[src/rtl/serdesphy_link_seq.sv]
// rtl/serdesphy_link_seq.sv - PHY link bring-up sequencer (iso, PLL, CDR, datapath)
// Optional ERROR auto-retry enabled by defining SERDESPHY_SEQ_AUTO_RETRY_EN.
`timescale 1ns/1ps
module serdesphy_link_seq #(
  parameter int unsigned RST_HOLD_CYCLES  = 16,
  parameter int unsigned LOCK_FILTER      = 8,
  parameter int unsigned PLL_LOCK_TIMEOUT = 4096,
  parameter int unsigned CDR_LOCK_TIMEOUT = 8192
`ifdef SERDESPHY_SEQ_AUTO_RETRY_EN
  ,
  parameter int unsigned RETRY_LIMIT      = 3
`endif
) (
  input  logic       clk,
  input  logic       rst_n,
  input  logic       phy_en,
  input  logic       seq_restart,
  input  logic       tx_en_req,
  input  logic       rx_en_req,
  input  logic       pll_lock,
  input  logic       cdr_lock,
  output logic       iso_out,
  output logic       pll_rst_out,
  output logic       cdr_rst_out,
  output logic       tx_path_en,
  output logic       rx_path_en,
  output logic       link_up,
  output logic [2:0] seq_state,
  output logic [1:0] err_code,
  output logic [7:0] relock_cnt
);

  localparam int unsigned MAX_A  = (PLL_LOCK_TIMEOUT > CDR_LOCK_TIMEOUT) ? PLL_LOCK_TIMEOUT : CDR_LOCK_TIMEOUT;
  localparam int unsigned MAX_T  = (MAX_A > RST_HOLD_CYCLES) ? MAX_A : RST_HOLD_CYCLES;
  localparam int unsigned CNT_W  = $clog2(MAX_T + 1);
  localparam int unsigned FLT_W  = $clog2(LOCK_FILTER + 1);
  localparam logic [CNT_W-1:0] CNT_MAX  = '1;
  localparam logic [FLT_W-1:0] FLT_MAX  = '1;
  localparam logic [CNT_W-1:0] RST_LAST = CNT_W'(RST_HOLD_CYCLES - 1);
  localparam logic [CNT_W-1:0] PLL_LAST = CNT_W'(PLL_LOCK_TIMEOUT - 1);
  localparam logic [CNT_W-1:0] CDR_LAST = CNT_W'(CDR_LOCK_TIMEOUT - 1);
  localparam logic [FLT_W-1:0] FLT_LAST = FLT_W'(LOCK_FILTER - 1);

  typedef enum logic [2:0] {
    S_OFF      = 3'd0,
    S_PLL_RST  = 3'd1,
    S_PLL_WAIT = 3'd2,
    S_CDR_RST  = 3'd3,
    S_CDR_WAIT = 3'd4,
    S_ACTIVE   = 3'd5,
    S_ERROR    = 3'd6
  } state_t;

  state_t           state_q, state_d;
  logic [CNT_W-1:0] cnt_q, cnt_d;
  logic [FLT_W-1:0] pll_flt_q, pll_flt_d, cdr_flt_q, cdr_flt_d;
  logic [1:0]       err_q, err_d;
  logic [7:0]       relock_q, relock_d;
  logic             restart_hit;
  logic             pll_locked, cdr_locked, rst_done;
  logic             iso_q, pll_rst_q, cdr_rst_q, tx_en_q, rx_en_q, link_q;
`ifdef SERDESPHY_SEQ_AUTO_RETRY_EN
  logic [1:0]       retry_q, retry_d;
`endif

  // Filters only run while waiting for their own lock, so each wait starts unfiltered.
  assign pll_locked = pll_lock && (pll_flt_q >= FLT_LAST);
  assign cdr_locked = cdr_lock && (cdr_flt_q >= FLT_LAST);
  assign rst_done   = (cnt_q == RST_LAST);

  always_comb begin
    state_d     = state_q;
    err_d       = err_q;
    relock_d    = relock_q;
    restart_hit = 1'b0;
`ifdef SERDESPHY_SEQ_AUTO_RETRY_EN
    retry_d     = retry_q;
`endif
    if (!phy_en) begin
      state_d = S_OFF;
    end else if (seq_restart && state_q != S_OFF) begin
      state_d     = S_PLL_RST;
      err_d       = 2'b00;
      restart_hit = 1'b1;
`ifdef SERDESPHY_SEQ_AUTO_RETRY_EN
      retry_d     = 2'd0;
`endif
    end else begin
      case (state_q)
        S_OFF:      state_d = S_PLL_RST;
        S_PLL_RST:  if (rst_done) state_d = S_PLL_WAIT;
        S_PLL_WAIT: begin
          if (pll_locked) state_d = S_CDR_RST;
          else if (cnt_q == PLL_LAST) begin
            state_d = S_ERROR;
            err_d   = 2'b01;
          end
        end
        S_CDR_RST: begin
          if (!pll_lock) state_d = S_PLL_RST;
          else if (rst_done) state_d = S_CDR_WAIT;
        end
        S_CDR_WAIT: begin
          if (!pll_lock) state_d = S_PLL_RST;
          else if (cdr_locked) state_d = S_ACTIVE;
          else if (cnt_q == CDR_LAST) begin
            state_d = S_ERROR;
            err_d   = 2'b10;
          end
        end
        S_ACTIVE: begin
          if (!pll_lock || !cdr_lock) begin
            state_d = !pll_lock ? S_PLL_RST : S_CDR_RST;
            if (relock_q != 8'hFF) relock_d = relock_q + 8'd1;
          end
        end
        S_ERROR: begin
`ifdef SERDESPHY_SEQ_AUTO_RETRY_EN
          if (rst_done && (32'(retry_q) < RETRY_LIMIT)) begin
            state_d = S_PLL_RST;
            retry_d = retry_q + 2'd1;
          end
`endif
        end
        default: state_d = S_OFF;
      endcase
    end
    if (state_d == S_OFF) begin
      err_d    = 2'b00;
      relock_d = 8'd0;
    end
`ifdef SERDESPHY_SEQ_AUTO_RETRY_EN
    if (state_d == S_OFF || state_d == S_ACTIVE) retry_d = 2'd0;
`endif
    if (state_d != state_q || restart_hit) cnt_d = '0;
    else cnt_d = (cnt_q == CNT_MAX) ? cnt_q : cnt_q + 1'b1;
    pll_flt_d = (state_q == S_PLL_WAIT && pll_lock) ? ((pll_flt_q == FLT_MAX) ? pll_flt_q : pll_flt_q + 1'b1) : '0;
    cdr_flt_d = (state_q == S_CDR_WAIT && cdr_lock) ? ((cdr_flt_q == FLT_MAX) ? cdr_flt_q : cdr_flt_q + 1'b1) : '0;
  end

  // Outputs are decoded from the next state so they move on the same edge as seq_state.
  always_ff @(posedge clk or negedge rst_n) begin
    if (!rst_n) begin
      state_q   <= S_OFF;
      cnt_q     <= '0;
      pll_flt_q <= '0;
      cdr_flt_q <= '0;
      err_q     <= 2'b00;
      relock_q  <= 8'd0;
      iso_q     <= 1'b1;
      pll_rst_q <= 1'b1;
      cdr_rst_q <= 1'b1;
      tx_en_q   <= 1'b0;
      rx_en_q   <= 1'b0;
      link_q    <= 1'b0;
    end else begin
      state_q   <= state_d;
      cnt_q     <= cnt_d;
      pll_flt_q <= pll_flt_d;
      cdr_flt_q <= cdr_flt_d;
      err_q     <= err_d;
      relock_q  <= relock_d;
      iso_q     <= (state_d == S_OFF);
      pll_rst_q <= (state_d == S_OFF) || (state_d == S_PLL_RST) || (state_d == S_ERROR);
      cdr_rst_q <= !((state_d == S_CDR_WAIT) || (state_d == S_ACTIVE));
      tx_en_q   <= (state_d == S_ACTIVE) && tx_en_req;
      rx_en_q   <= (state_d == S_ACTIVE) && rx_en_req;
      link_q    <= (state_d == S_ACTIVE);
    end
  end

`ifdef SERDESPHY_SEQ_AUTO_RETRY_EN
  always_ff @(posedge clk or negedge rst_n) begin
    if (!rst_n) retry_q <= 2'd0;
    else        retry_q <= retry_d;
  end
`endif

  assign iso_out     = iso_q;
  assign pll_rst_out = pll_rst_q;
  assign cdr_rst_out = cdr_rst_q;
  assign tx_path_en  = tx_en_q;
  assign rx_path_en  = rx_en_q;
  assign link_up     = link_q;
  assign seq_state   = state_q;
  assign err_code    = err_q;
  assign relock_cnt  = relock_q;

endmodule

[config.mk]
export PLATFORM = sky130hd
export DESIGN_NAME = serdesphy_link_seq
export DESIGN_NICKNAME = d
export VERILOG_FILES = /design/src/rtl/serdesphy_link_seq.sv
export SDC_FILE = /design/constraint.sdc
export NUM_CORES = 1
export LEC_CHECK = 0
export ABC_AREA = 1
export BUFFER_PORTS_ARGS = -buffer_cell sky130_fd_sc_hd__clkbuf_2
export CORE_MARGIN = 3
export CORE_UTILIZATION = 53
export CTS_CLUSTER_DIAMETER = 50
export DETAILED_ROUTE_END_ITERATION = 8
export HOLD_SLACK_MARGIN = 0.1
export PLACE_DENSITY = 0.81
export SYNTH_ARGS = -nofsm -noshare
export SYNTH_HDL_FRONTEND = slang
export SYNTH_SLANG_ARGS = --single-unit
[constraint.sdc]
create_clock -name clk -period 2 [get_ports clk]
set_clock_uncertainty 0.15 [all_clocks]
set_input_delay 0 -clock clk [delete_from_list [all_inputs] [get_ports clk]]
set_output_delay 0 -clock clk [all_outputs]
set_load 0.005 [all_outputs]
# Yosys cells after proc, flatten, opt, wreduce, memory -nomap -nowiden
# Index checks and enable logic that the tools add are counted.
# W data, S select, Z words.
[op_classes]
magnitude_cmp = 2
n_bitwise = 0
div = 0
n_mux = 36
add_sub_neg = 4
n_reduce_logical = 25
multipliers = 0
n_eq_ne = 27
n_shift = 0
[ops]
columns = ["cell", "n"]
rows = [
  ["$mux W8", 6],
  ["$mux W3", 11],
  ["$mux W14", 2],
  ["$pmux W3 S7", 1],
  ["$ne A4 B4 Y1 const B", 5],
  ["$eq A3 B3 Y1 const B", 6],
  ["$mux W2", 9],
  ["$mux W4", 4],
  ["$add A14 B1 Y14 const B", 1],
  ["$eq A14 B12 Y1 const B", 1],
  ["$eq A14 B13 Y1 const B", 1],
  ["$eq A14 B14 Y1 const B", 1],
  ["$eq A14 B4 Y1 const B", 1],
  ["$add A4 B1 Y4 const B", 2],
  ["$add A8 B1 Y8 const B", 1],
  ["$eq A4 B4 Y1 const B", 2],
  ["$ge A4 B3 Y1 const B", 2],
  ["$ne A8 B8 Y1 const B", 1],
  ["$reduce_bool A2 Y1", 4],
  ["$logic_and A1 B1 Y1", 7],
  ["$reduce_and A7 Y1", 1],
  ["$eq A3 B1 Y1 const B", 2],
  ["$eq A3 B2 Y1 const B", 2],
  ["$logic_not A3 Y1", 2],
  ["10 further kinds", 19],
]
[word_totals]
mem_bits_rw = 0
romBits = 0
in_bits = 8
regBits = 41
wordCells = 106
latch_bits = 0
mem_count = 0

# Depth between registers and ports, before layout
# Gate-level depths: netlist of the first run.
[logic_depth]
ltp_word = 10
depth_mapped = 17

# Worst setup path after synthesis of the first run
# Ideal clock, no wire load.
[synth_path]
kind = "register to register"
startpoint = "register cdr_flt_q[0]"
endpoint = "register cnt_q[2]"
setup_ns = 0.122
path_stages_with_launch = 17
arrival_time_ns = 1.743
period_less_slack_ns = 2.016
path_slack_ns = -0.016
cell_sequence = "dfrtp_1 -> ha_1 -> nand2_1 -> nand2_1 -> nand2_1 -> nand2_1 -> a21oi_1 -> nand2_1 -> nor2_1 -> nand2_1 -> nand3_1 -> nand2_1 -> o21ai_1 -> inv_1 -> nand2_2 -> buf_6 -> nor2_2"
[synth_via]
elab_chain_cells = 10
word_cells_on_any_way = 11
classes_between = "order compare (1); eq/ne (2); mux (6); reduce/logical (2)"
[synth_rtl]
columns = ["element", "line", "rtl"]
rows = [
  ["start, declared", "56", "logic [FLT_W-1:0] pll_flt_q, pll_flt_d, cdr_flt_q, cdr_flt_d;"],
  ["start signal, assigned", "160", "cdr_flt_q <= cdr_flt_d;"],
  ["$ge A4 B3 Y1 (*)", "68", "assign cdr_locked = cdr_lock && (cdr_flt_q >= FLT_LAST);"],
  ["$logic_and A1 B1 Y1 (*)", "68", ""],
  ["$mux W3 (*)", "105", "else if (cdr_locked) state_d = S_ACTIVE;"],
  ["$mux W3 (*)", "104", "if (!pll_lock) state_d = S_PLL_RST;"],
  ["$pmux W3 S7 (*)", "89", "case (state_q)"],
  ["$mux W3 (*)", "81", "end else if (seq_restart && state_q != S_OFF) begin"],
  ["$mux W3 (*)", "79", "if (!phy_en) begin"],
  ["$ne A3 B3 Y1 (*)", "135", "if (state_d != state_q || restart_hit) cnt_d = '0;"],
  ["$logic_or A1 B1 Y1 (*)", "135", ""],
  ["$ne A2 B2 Y1 (no source line) or $mux W14 (tied branches)", "-", ""],
  ["end signal, assigned", "158", "cnt_q <= cnt_d;"],
  ["end, declared", "55", "logic [CNT_W-1:0] cnt_q, cnt_d;"],
]
# Every way passes the cells marked *; elsewhere a longest branch is shown, timed or not.
# A chain may end at the register's enable or synchronous reset.

# Worst setup path after layout of the first run
[layout_path]
startpoint = "register cnt_q[7]"
endpoint = "register cnt_q[12]"
[layout_via]
elab_chain_cells = 10
word_cells_on_any_way = 21
classes_between = "add/sub (1); eq/ne (6); mux (13); reduce/logical (1)"
[layout_rtl]
columns = ["element", "line", "rtl"]
rows = [
  ["$eq A14 B13 Y1", "106", "else if (cnt_q == CDR_LAST) begin"],
  ["$mux W3", "106", ""],
  ["$mux W3", "105", ""],
  ["$mux W3", "104", ""],
  ["$pmux W3 S7", "89", ""],
  ["$mux W3", "81", ""],
  ["$mux W3", "79", ""],
  ["$ne A3 B3 Y1", "135", ""],
  ["$logic_or A1 B1 Y1", "135", ""],
  ["$ne A2 B2 Y1 (no source line) or $mux W14 (tied branches)", "-", ""],
]
# Parallel ways exist; a longest one is shown, timed or not. The select of a mux whose other input is x is not followed.

==> results of run 1 <==
[critical path: stages, from the launching register on]
cell and delay, ps:
dfrtp_1 420, nand2_1 120, inv_2 110, buf_4 140, nand3_2 140, nor2_4 140, nand3_2 140, o21bai_4 240
nand2_4 110, nand2_1 140, nand3_2 120, nor2_4 140, nand2_4 90, buf_16 170, nor2_2 110
[timing repair]
action                     in CTS  in global routing
hold buffers                    7                  0
setup endpoints to repair      30                 33
setup buffers                   9                 19
gates cloned                    2                  0
hold endpoints to repair       57                  0
gates resized for setup        38                 97
pin swaps                      11                 37
[routing by layer]
| layer | up-vias | GRT usage | share of wire |
|---|---|---|---|
| li1 | 1324 | - | - |
| met1 | 1549 | 0.347 | 0.33 |
| met2 | 346 | 0.521 | 0.47 |
| met3 | 137 | 0.0889 | 0.10 |
| met4 | 0 | 0.171 | 0.092 |
| met5 | - | 0 | 0 |
[through the flow]
| step | util | instances | setup WS (ps) | cell area, sq um |
|---|---|---|---|---|
| detailed placement | 0.722 | 476 | -211 | 3190 |
| CTS | 0.818 | 502 | -191 | 3610 |
| finish | 0.929 | 520 | -566 | 4100 |
| global placement | 0.722 | 476 | -138 | 3190 |
| floorplan | - | 326 | 4.68 | 2440 |
| global route | 0.929 | 520 | -628 | 4100 |
[state kept, by name, indices dropped and copies added (netlist names)]
name,cells
relock_cnt,8
tx_path_en,1
err_code,2
cdr_flt_q,4
seq_state,3
pll_rst_out,1
cdr_rst_out,1
cnt_q,14
pll_flt_q,4
link_up,1
iso_out,1
rx_path_en,1
[logic make-up (layout without fill, tap and decap cells)]
kind of cell / count (synthesis) / count (layout)
adders and majority gates: 4 / 4
xor gates and xnor gates: 12 / 12
AOI/OAI and AO/OA: 30 / 30
DFF: 41 / 41
buffers and inverters: 52 / 194
and+or+nand+nor: 187 / 187
[cell usage in the layout (no fill, tap or decap), types with 8 or more instances in the layout]
master,n
inv_2,9
nor2_2,9
buf_4,97
nor2_1,22
inv_1,36
nand3_2,11
nand2_4,8
nand3_1,24
nor2_4,22
dfrtp_1,34
clkbuf_2,26
nand2_1,46
nand2_2,22
[power by group through the flow]
stage | Combinational (W) | Sequential [W] | Clock, W
floorplan | 0.0000815 | 0.000867 | 0
global placement | 0.000169 | 0.000866 | 0
detailed placement | 0.000174 | 0.000867 | 0
CTS | 0.000241 | 0.000851 | 0.000809
global route | 0.000320 | 0.000859 | 0.000855
finish | 0.000309 | 0.000858 | 0.000817
[worst max-delay path by stage]
| stage | from | to | slack [ps] |
|---|---|---|---|
| after floorplan | cdr_flt_q[0]$_DFFE_PN0P_ | cnt_q[2]$_DFFE_PN0P_ | 5 |
| after global placement | pll_flt_q[0]$_DFFE_PN0P_ | relock_cnt[6]$_DFFE_PN0P_ | -140 |
| after detailed placement | cdr_flt_q[0]$_DFFE_PN0P_ | cnt_q[10]$_DFFE_PN0P_ | -210 |
| after CTS | cdr_flt_q[0]$_DFFE_PN0P_ | cnt_q[8]$_DFFE_PN0P_ | -190 |
| after global routing | cnt_q[7]$_DFFE_PN0P_ | cnt_q[12]$_DFFE_PN0P_ | -630 |
| final | cnt_q[7]$_DFFE_PN0P_ | cnt_q[12]$_DFFE_PN0P_ | -570 |
[final cells by class]
| cell class | instances | area, sq um | share of cell area |
|---|---|---|---|
| sequential | 41 | 1030 | 0.252 |
| inverter | 48 | 188 | 0.0458 |
| multi-input combinational | 233 | 1640 | 0.399 |
| clock buffer | 5 | 68.8 | 0.0168 |
| tap | 52 | 65.1 | 0.0159 |
| clock inverter | 3 | 65.1 | 0.0159 |
| timing repair buffer | 138 | 1040 | 0.254 |
==> flow_summary_export.csv, run 1 <==
group,metric,value,unit
pwr,finalPower,0.00198,W
final_layout,final_nets,479,
setup_path,timing.rr.start,"cnt_q[7]$_DFFE_PN0P_",
route,finalWirelength,11.8,mm
grt,grt_max_degree,42,
floorplan,die_w,73.9,microns
setup_path,path_class,"flop to flop",
synthesis,synth.most_common_cell,"nand2_1",
sta,whs,137,ps
synthesis,muxShareOfSynthArea,0,
pwr,power_switching,0.000512,W
sta,setup_viol,33,
synthesis,synth_ff_type,"dfrtp_1",
synthesis,synth_top_family_by_area,"simple AND/OR/NAND/NOR gates",
clock_network,cts_sinks,41,
synthesis,ys_ff_latch,41,
floorplan,start_util,0.553,
sta,slew_headroom,0.615,
setup_path,worstPathMaxFanout,7,
route,drc,0,
pwr,clkPwrFrac,0.412,
clock_network,cts_inserted_buffers,5,
status,outcome,"finished, violations left",
floorplan,design.portCount,27,
pwr,p_comb_frac,0.156,
sta,setup_slack,-566,ps
route,first_pass_iters,6,
synthesis,netlist.area_leader.share,0.389,
synthesis,yosys_warnings,0,
clock_network,clk_pin_slew,90,ps
floorplan,chipHeight,73.9,microns
final_layout,drive_above_1_share,0.538,
clock_network,root_buffer,"clkbuf_8",
placement,dp.final_hpwl,4.60,mm
floorplan,rows,24,
clock_network,cts_buffer_depth,2,
synthesis,synth_commonest_cells,"nand2_1, inv_1, dfrtp_1, nor2_1, nand3_1",
clock_network,htree_levels,2,
route,avgRoutedWirePerCell,22.6,microns
floorplan,die-area,5460,sq um
synthesis,synth_edf_count,0,
synthesis,synth_area,2440,sq um
setup_path,cp_data_required_time,2090,ps
grt,antenna_found_initial,0,
status,violations,"negative setup slack",
synthesis,synth_xor_xnor_area_share,0.0430,
setup_path,reg2reg_depth,14,
setup_path,cp-end-kind,"flop",
synthesis,syn_inst,326,
route,antenna_left,0,
sta,fmax,0.390,GHz
grt,grt_pass1_wl,12.6,mm
synthesis,syn_nets,338,
sta,fin_crit_sh,1.28,
floorplan,fp.coreArea,4410,sq um
route,drt_iter0_drc,519,
synthesis,synth_area_leaders,"dfrtp_1, nand2_1, nand3_1",
placement,finalWeightedCongestion,0.963,
setup_path,r2r_end,"cnt_q[12]$_DFFE_PN0P_",
setup_path,start_kind,"flop",
setup_path,reg2reg_slack,-570,ps
flow_run,maxCapViolCount,0,
placement,portBuffers,26,
final_layout,fillers,159,
min_path,min_path_type,"input pin to async pin",
synthesis,synth_cell_type_count,33,
synthesis,ys_async_sr_fraction,1.00,
final_layout,synthToLayoutAreaGrowth,67.9,%
synthesis,synth_compound_gate_area_share,0.0738,
setup_path,cp.arrival,2650,ps
sta,grt_setup_unrepaired,"true",
pwr,pwr-share-seq,0.432,
pwr,internal_power,0.00147,W
synthesis,synth.avg_cell_area,7.49,sq um
pwr,powerDensity,484,nW/um^2
sta,finalHoldViolCount,0,
pwr,p_sw_frac,0.258,
sta,post-route-min-period,2570,ps
synthesis,yosysSeqAreaShare,0.422,
synthesis,synth.largest_area_cell,"dfrtp_1",
clock_network,clk_latency,320,ps
synthesis,synthAdderAreaFrac,0.0205,
sta,worst_slew_pin_slew,562,ps
synthesis,synth-simple-area-share,0.353,
pwr,p_leak,2.08,nW
pwr,peakVddDrop,0.561,mV
clock_network,tritoncts,"built",
grt,gr-usage-all-layers,0.309,
sta,drv_slew,0,
sta,fin_setup_tns,-12340,ps
final_layout,n_antenna_cell,0,
grt,grt_pass1_vias,2794,
route,via_count,3356,
grt,overflow,0,
route,via_per_inst,6.45,
Note: power is estimated with default switching activity, not from simulation.
==> run 2, diff against run 1 <==
SETUP_SLACK_MARGIN = 0.2   (was not set)
==> run 2 against run 1 <==
Effect of this change:
- the run still ends with negative setup slack left
- final area down 10%
- first-iteration DRC count down 36%
- largest power group unchanged
- final cell count down 6.0%
- register-to-register slack better by 190 ps
- worst setup slack better by 190 ps
- combinational power down 22%
- critical path depth down 1
- power down 9.4%
- flip-flop and latch count unchanged
==> flow_summary_export.csv, run 2 (synthesized netlist as in run 1, its figures left out) <==
group,metric,value,unit
status,outcome,"finished, violations left",
status,violations,"negative setup slack",
final_layout,fillers,234,
setup_path,timing.rr.start,"cnt_q[4]$_DFFE_PN0P_",
placement,dp.final_hpwl,4.47,mm
final_layout,n_antenna_cell,0,
route,via_per_inst,5.96,
grt,overflow,0,
setup_path,cp.arrival,2460,ps
setup_path,cp-end-kind,"flop",
placement,dpl.cell_count,461,
sta,worst_slew_pin_slew,513,ps
setup_path,r2r_end,"cnt_q[8]$_DFFE_PN0P_",
setup_path,cp_cell_sequence,"nor2_1, nand2_1, nor2_4, nand3_1, nand3_1, o21bai_4, nand2_4, nand2_1, nand3_2, nor2_2, nand2_2, buf_6, nor2_1",
sta,post-route-min-period,2380,ps
grt,grt_pass1_vias,2481,
route,met2_length,3.87,mm
placement,portBuffers,26,
grt,antenna_found_initial,0,
final_layout,most-common-layout-cells,"buf_4, nand2_1, inv_1",
clock_network,cts_buffer_depth,2,
route,routedLengthMet1,3.24,mm
setup_path,worst_path_max_delay_cell,"dfrtp_1",
pwr,peakVddDrop,0.383,mV
pwr,p_sw_frac,0.249,
route,avgRoutedWirePerCell,17.6,microns
sta,fin_setup_tns,-7780,ps
pwr,p_comb_frac,0.133,
floorplan,rows,24,
final_layout,final_cells,489,
clock_network,clk_pin_slew,80,ps
final_layout,synthToLayoutAreaGrowth,50.6,%
sta,setup_slack,-379,ps
clock_network,cts_inserted_buffers,5,
route,first_pass_iters,6,
sta,finalHoldViolCount,0,
floorplan,start_util,0.553,
final_layout,largest_reg_flops,14,
grt,gr-usage-all-layers,0.266,
sta,fin_crit_sh,1.19,
route,finalWirelength,8.61,mm
grt,grt_max_degree,42,
placement,finalWeightedCongestion,0.921,
sta,setup_viol,32,
floorplan,chipHeight,73.9,microns
pwr,p_leak,1.88,nW
route,antenna_left,0,
clock_network,root_buffer,"clkbuf_8",
setup_path,reg2reg_depth,13,
min_path,min_path_type,"input pin to async pin",
route,via_count,2912,
clock_network,clk_latency,300,ps
floorplan,die_w,73.9,microns
pwr,powerDensity,489,nW/um^2
floorplan,fp.coreArea,4410,sq um
pwr,clkPwrFrac,0.390,
setup_path,reg2reg_slack,-380,ps
floorplan,die-area,5460,sq um
final_layout,largest-register,"cnt_q",
clock_network,cts_sinks,41,
sta,drv_slew,0,
placement,dp_slack,-251,ps
setup_path,path_class,"flop to flop",
setup_path,slowest_delay,400,ps
sta,fmax,0.420,GHz
flow_run,maxCapViolCount,0,
setup_path,start_kind,"flop",
route,top_layer,"met4",
route,drc,0,
sta,slew_headroom,0.658,
setup_path,cp_data_required_time,2080,ps
route,wl_met3,880,microns
pwr,pwr-share-seq,0.477,
pwr,internal_power,0.00135,W
route,drt_iter0_drc,332,
final_layout,drive_above_1_share,0.449,
sta,whs,139,ps
final_layout,final_nets,448,
clock_network,htree_levels,2,
floorplan,design.portCount,27,
sta,grt_setup_unrepaired,"true",
pwr,power_switching,0.000448,W
final_layout,layout_commonest_cell,"buf_4",
setup_path,worstPathMaxFanout,6,
grt,grt_pass1_wl,11.2,mm
clock_network,tritoncts,"built",
-- run 2: changes by cell type in the layout (fill, tap and decap cells not counted), sizes merged --
cell	previous run	this run
clkinv	1	0
buf	105	74
clkbuf	31	33
bufinv	2	1
-- run 2: final cells by class --
class	count	area, sq um	area share
clock buffer	7	86.3	0.0235
clock inverter	1	30.0	0.00816
inverter	48	185	0.0503
multi-input combinational	233	1490	0.405
sequential	41	1030	0.281
tap	52	65.1	0.0177
timing repair buffer	107	790	0.215
-- run 2: worst max-delay path, delay by kind of cell (launching register included) --
kind,cells,cell delay [ps]
compound gates,1,170
flops,1,400
simple gates,11,1440
buf+inv,1,140
-- run 2: timing repair --
action | in CTS | in global routing
pin swaps | 15 | 18
hold endpoints to repair | 55 | 0
buffers inserted | 4 | 8
gates resized for setup | 33 | 55
setup endpoints to repair | 32 | 35
gates cloned | 1 | 0
hold buffers | 7 | 0
-- run 2: per-layer routing --
layer	up-vias	track usage
li1	1256	-
met1	1339	0.340
met2	239	0.432
met3	78	0.0602
met4	0	0.109
met5	-	0
-- run 2: metrics by stage --
step | area (sq um) | util | power [W]
2_1_floorplan | 2460 | - | 0.000951
3_3_place_gp | 3080 | 0.697 | 0.00103
3_5_place_dp | 3080 | 0.697 | 0.00103
4_1_cts | 3400 | 0.770 | 0.00175
5_1_grt | 3680 | 0.833 | 0.00185
6_report | 3680 | 0.833 | 0.00180
-- run 2: power groups by stage --
stage                     Clock (W)  Sequential (W)  Combinational, W
after floorplan                   0        0.000867         0.0000833
after global placement            0        0.000867          0.000162
after detailed placement          0        0.000867          0.000167
after CTS                  0.000700        0.000852          0.000200
after global routing       0.000736        0.000858          0.000255
final                      0.000701        0.000857          0.000240
-- run 2: how the worst max path moves through the flow --
stage / from / end / slack (ps)
after floorplan: cdr_flt_q[0]$_DFFE_PN0P_ / cnt_q[5]$_DFFE_PN0P_ / 40
after global placement: cdr_flt_q[1]$_DFFE_PN0P_ / relock_cnt[7]$_DFFE_PN0P_ / -170
after detailed placement: cdr_flt_q[0]$_DFFE_PN0P_ / err_code[0]$_DFFE_PN0P_ / -250
after CTS: cnt_q[0]$_DFFE_PN0P_ / cnt_q[5]$_DFFE_PN0P_ / -110
after global routing: seq_state[0]$_DFF_PN0_ / cnt_q[8]$_DFFE_PN0P_ / -440
final: cnt_q[4]$_DFFE_PN0P_ / cnt_q[8]$_DFFE_PN0P_ / -380
